**src/rtl/status_report.sv**
```systemverilog
// Periodic / on-demand 8-byte status frame generator feeding a UART tx FIFO.
// Frame: EB 90 CK BA ST SQ 09 D7, one byte pushed every 4 clocks.

`ifndef UART_FIFO_COUNTER_W
`define UART_FIFO_COUNTER_W 8
`endif

module status_report #(
  parameter int unsigned PERIOD     = 32'd50_000_000,
  parameter int unsigned FIFO_DEPTH = 16
) (
  input  logic                            clk,
  input  logic                            rst_n,
  input  logic                            switch,
  input  logic                            power_on_A,
  input  logic                            power_on_B,
  input  logic                            reset_a_signal,
  input  logic                            reset_b_signal,
  input  logic                            error,
  input  logic                            send_req,
  input  logic [`UART_FIFO_COUNTER_W-1:0] tf_counter,
  output logic                            tf_push,
  output logic [7:0]                      tdr,
  output logic                            busy
);

  localparam int unsigned CW = `UART_FIFO_COUNTER_W;
  localparam int unsigned TW = (PERIOD > 1) ? $clog2(PERIOD) : 1;
  localparam logic [TW-1:0] TIMER_LAST  = TW'(PERIOD - 1);
  // A frame is launched only when all 8 bytes fit in the FIFO.
  localparam logic [CW-1:0] SPACE_LIMIT = CW'(FIFO_DEPTH - 8);

  localparam logic [7:0] SYNC_0 = 8'hEB;
  localparam logic [7:0] SYNC_1 = 8'h90;
  localparam logic [7:0] ID     = 8'hBA;
  localparam logic [7:0] TAIL_0 = 8'h09;
  localparam logic [7:0] TAIL_1 = 8'hD7;

  typedef enum logic [4:0] {
    IDLE       = 5'b00001,
    WAIT_SPACE = 5'b00010,
    LOAD       = 5'b00100,
    SEND       = 5'b01000,
    GAP        = 5'b10000
  } state_t;

  state_t        state;
  logic [TW-1:0] timer;
  logic          timer_wrap;
  logic          pending;
  logic          err_sticky;
  logic [7:0]    seq;
  logic [7:0]    st_snap;
  logic [7:0]    sq_snap;
  logic [7:0]    ck;
  logic [3:0]    idx;
  logic [1:0]    gap_cnt;
  logic [7:0]    st_now;
  logic [7:0]    frame_byte;

  assign timer_wrap = (timer == TIMER_LAST);
  assign st_now = {2'b00, err_sticky, reset_b_signal, reset_a_signal,
                   power_on_B, power_on_A, switch};

  // Free-running report interval timer, 0..PERIOD-1.
  always_ff @(posedge clk) begin
    if (!rst_n) begin
      timer <= '0;
    end else if (timer_wrap) begin
      timer <= '0;
    end else begin
      timer <= timer + 1'b1;
    end
  end

  // Single pending flag: requests and timer wraps coalesce; a set on the
  // LOAD cycle wins over the clear so that request is kept for the next frame.
  always_ff @(posedge clk) begin
    if (!rst_n) begin
      pending <= 1'b0;
    end else if (send_req || timer_wrap) begin
      pending <= 1'b1;
    end else if (state == LOAD) begin
      pending <= 1'b0;
    end
  end

  // Error latch reported in ST; new errors on the LOAD cycle survive the clear.
  always_ff @(posedge clk) begin
    if (!rst_n) begin
      err_sticky <= 1'b0;
    end else if (error) begin
      err_sticky <= 1'b1;
    end else if (state == LOAD) begin
      err_sticky <= 1'b0;
    end
  end

  // Byte selection from the snapshot taken at LOAD.
  always_comb begin
    frame_byte = TAIL_1;
    case (idx)
      4'd0:    frame_byte = SYNC_0;
      4'd1:    frame_byte = SYNC_1;
      4'd2:    frame_byte = ck;
      4'd3:    frame_byte = ID;
      4'd4:    frame_byte = st_snap;
      4'd5:    frame_byte = sq_snap;
      4'd6:    frame_byte = TAIL_0;
      default: frame_byte = TAIL_1;
    endcase
  end

  // Frame sequencer with registered outputs; the push registered in SEND is
  // visible during the first GAP cycle, giving a 4-cycle byte pitch.
  always_ff @(posedge clk) begin
    if (!rst_n) begin
      state   <= IDLE;
      tf_push <= 1'b0;
      tdr     <= '0;
      busy    <= 1'b0;
      idx     <= '0;
      gap_cnt <= '0;
      st_snap <= '0;
      sq_snap <= '0;
      ck      <= '0;
      seq     <= '0;
    end else begin
      tf_push <= 1'b0;
      case (state)
        IDLE: begin
          if (pending || send_req) begin
            state <= WAIT_SPACE;
          end
        end
        WAIT_SPACE: begin
          if (tf_counter <= SPACE_LIMIT) begin
            state <= LOAD;
            busy  <= 1'b1;
          end
        end
        LOAD: begin
          st_snap <= st_now;
          sq_snap <= seq;
          ck      <= 8'h00 - ID - st_now - seq;
          idx     <= '0;
          state   <= SEND;
        end
        SEND: begin
          tdr     <= frame_byte;
          tf_push <= 1'b1;
          idx     <= idx + 4'd1;
          gap_cnt <= '0;
          state   <= GAP;
        end
        GAP: begin
          if (gap_cnt == 2'd2) begin
            if (idx == 4'd8) begin
              seq   <= seq + 8'd1;
              busy  <= 1'b0;
              state <= IDLE;
            end else begin
              state <= SEND;
            end
          end else begin
            gap_cnt <= gap_cnt + 2'd1;
          end
        end
        default: begin
          busy  <= 1'b0;
          state <= IDLE;
        end
      endcase
    end
  end

endmodule

```
**config.mk**
```make
export PLATFORM = sky130hd
export DESIGN_NAME = status_report
export DESIGN_NICKNAME = d
export VERILOG_FILES = /design/src/rtl/status_report.sv
export SDC_FILE = /design/constraint.sdc
export NUM_CORES = 1
export LEC_CHECK = 0
export CELL_PAD_IN_SITES_DETAIL_PLACEMENT = 0
export CELL_PAD_IN_SITES_GLOBAL_PLACEMENT = 2
export CORE_ASPECT_RATIO = 0.75
export CORE_UTILIZATION = 40
export CTS_BUF_LIST = sky130_fd_sc_hd__clkbuf_8
export DETAILED_ROUTE_END_ITERATION = 7
export GPL_TIMING_DRIVEN = 1
export PLACE_DENSITY = 0.87
export SYNTH_ARGS = -nofsm -noshare
export SYNTH_HDL_FRONTEND = slang
export SYNTH_SLANG_ARGS = --single-unit
```
**constraint.sdc**
```tcl
create_clock -name clk -period 4.22 [get_ports clk]
set_clock_uncertainty 0.1 [all_clocks]
set_input_delay 0.633 -clock clk [delete_from_list [all_inputs] [get_ports clk]]
set_output_delay 0.633 -clock clk [all_outputs]
set_load 0.05 [all_outputs]
```
==> results.txt <==
Status - completed
RSZ-0062 raised after global routing - false
PortBufs - 26
Count of state elements after synthesis - 79
Maximum clock rate - 365 MHz
Fin area - 4460 sq um
Clk buf depth - 2
Clock-pin slew on the worst setup and hold paths - 0.08 ns
Final Hold Fails - 0
Power Density - 325 nW/um^2
Post-CTS Hold Buffers - 0
CP Data Required Time - 4.41 ns
Post-synth EDFFs - 0
Setup violations, final - 0
Die W - 117 um
Top Ports - 27
Placed Area - 4300 sq um
Reg2reg path depth - 7
Slew @ Worst Pin - 1.15 ns
Synth cell types - 51
Routability Congestion - 0.794
Post-DP HPWL - 6220 um
Gr usage total - 18.1%
First-pass GRT wire length - 14,000 um
Postcts setup bufs - 0
Period Utilization, post-route - 65.0%
Syn_nets - 504
CTS tree - built
P_leak - 1.62 nW
Post_cts resized - 0
Worst-path fanout max - 3
Post-Syn Area per Cell - 8.48 sq um
Commonest non-fill, non-tap cell in the layout - dfxtp_1
Vias - 3,179
Clock sinks - 79
DR pass1 iterations - 4
Final non-filler cell total - 617
DR iter-0 viols - 167
Die footprint - 10,300 sq um
CP startpoint kind - input port
Synth-to-layout area growth - 12.6%
Vias per cell - 5.15
Grt total ovfl - 0
Commonest cells after routing, fill and taps aside - dfxtp_1 (79), nand2_1 (52), nor2_1 (44)
CP cell instances - clkdlybuf4s50_1 -> inv_1 -> ha_1 -> ha_1 -> inv_1 -> fa_1 -> nor2b_1 -> o31a_1 -> o21a_1 -> or3_1 -> a31oi_1
Worst Path Arrival - 2.93 ns
HP Class - flip-flop to flip-flop
Hold path depth - 1
Share of cells above drive strength 1 - 5.57%
Antenna diodes - 0
Remaining antenna violation count - 0
Element type at the critical path end - flip-flop
Synthesized area - 3960 sq um
Min Tclk post-route - 2.74 ns
Slew margin rel. - 23.1%
Slew Viols, Final - 0
Nets - 518
Initial Util - 41.2%
Clk_lat worst skew - 0.35 ns
Post-layout util - 46.4%
Max_cap viols - 0
CP max stage delay - 0.47 ns
Cell with the largest stage delay on the worst path - clkdlybuf4s50_1
Buf/Inv on CP - 3
Dpl cells - 602
Synth Warn # - 0
H-tree depth - 3
Fill cell count - 1,000
Async SR Flop Fraction - 0%
Setup TNS - 0 ns
Final wirelength - 8910 um
Largest net degree at the start of global routing - 31
Chip height - 88.2 um
Avg WL per Cell - 14.4 um
Residual DRC - 0
Initial antenna violation count - 0
Maximum vdd drop - 0.000214 V
Critical path class - input port to flip-flop
Post-Syn Instances - 467
CTS Buf Count - 9
Clk root buf - clkbuf_8
Row count - 31
Critical Path Stages - 11
Top FF cell, synth - dfxtp_1
Number of global-route vias before repair - 2,780
Kind of cell with the highest combined delay on the critical path - adder cells
Sequential cell area fraction in the yosys report - 39.9%
Core Region - 9620 sq um
## per-layer routing
layer	wire length, um	GRT usage, %	vias up
li1	-	-	1646
met1	4800	26.8	1470
met2	3600	25.6	55
met3	405	4.57	8
met4	101	5.18	0
met5	0	0	-
## Yosys cell counts (all sizes together) (8+ instances only)
library cell  instances  area (sq um)
o21ai                18          90.1
inv                  23          86.3
clkbuf               22          82.6
and2                 10          62.6
xor2                 19           166
nor3                  9          45.0
a21boi               18           135
and4                  8          70.1
nand2                52           195
nor2                 44           165
nand3                14          70.1
dfxtp                79          1580
nor2b                15          93.8
and3                 10          62.6
xnor2                14           123
a21oi                20           100
ha                   19           238
## worst reg2reg max path, stage by stage, from the launching register on
cell	delay, ns
dfxtp_1	0.37
inv_1	0.10
ha_1	0.48
nand4b_1	0.18
nor3_1	0.77
nand2_1	0.15
xnor2_1	0.16
and2_1	0.15
## path summary, 6_finish.rpt
check,start,to,slack [ns]
setup / recovery,power_on_A,ck[7]$_SDFFE_PN0P_,1.48
hold / removal,timer[0]$_SDFF_PP0_,timer[0]$_SDFF_PP0_,0.36
hold reg to reg,timer[0]$_SDFF_PP0_,timer[0]$_SDFF_PP0_,0.36
setup reg to reg,idx[0]$_SDFFE_PN0P_,seq[3]$_SDFFE_PN0P_,1.66
## final cells by class
type / count / area [sq um] / share of cell area (%)
clock buffer: 10 / 138 / 3.08
clock inverter: 5 / 25.0 / 0.561
inverter: 23 / 86.3 / 1.93
multi-input combinational: 340 / 2190 / 49.1
sequential: 79 / 1580 / 35.4
tap: 132 / 165 / 3.70
timing repair buffer: 28 / 275 / 6.17
## state kept, by name, indices dropped and copies added, names as in the netlist
signal      cells
st_snap         6
sq_snap         8
tdr             8
tf_push         1
state           5
idx             4
err_sticky      1
busy            1
seq             8
timer          26
gap_cnt         2
pending         1
ck              8
## cells by family after synthesis
| group | count (synthesis) | share of synthesized area, % |
|---|---|---|
| flip-flops | 79 | 39.9 |
| multiplexers | 2 | 0.505 |
| adder cells (fa/ha/maj) | 20 | 6.51 |
| AND/OR/NAND/NOR | 190 | 25.0 |
| buffers and inverters | 48 | 4.77 |
| AO/OA/AOI/OAI | 95 | 16.0 |
| XOR/XNOR | 33 | 7.30 |
## where the power goes
group | internal [mW] | leakage, nW | total (mW) | switching, mW
Clock | 0.221 | 0.0914 | 0.489 | 0.268
Sequential | 0.763 | 0.638 | 0.785 | 0.0222
Combinational | 0.0801 | 0.887 | 0.174 | 0.0944
## metrics by stage
step	setup slack, ns	total power [mW]	hold WS (ns)
finish	1.48	1.45	0.358
global route	1.37	1.52	0.386
CTS	1.51	1.47	0.371
detailed placement	1.16	0.977	0.351
global placement	1.17	0.974	0.329
floorplan	1.77	0.929	0.318
(Power assumes the default switching activity.)
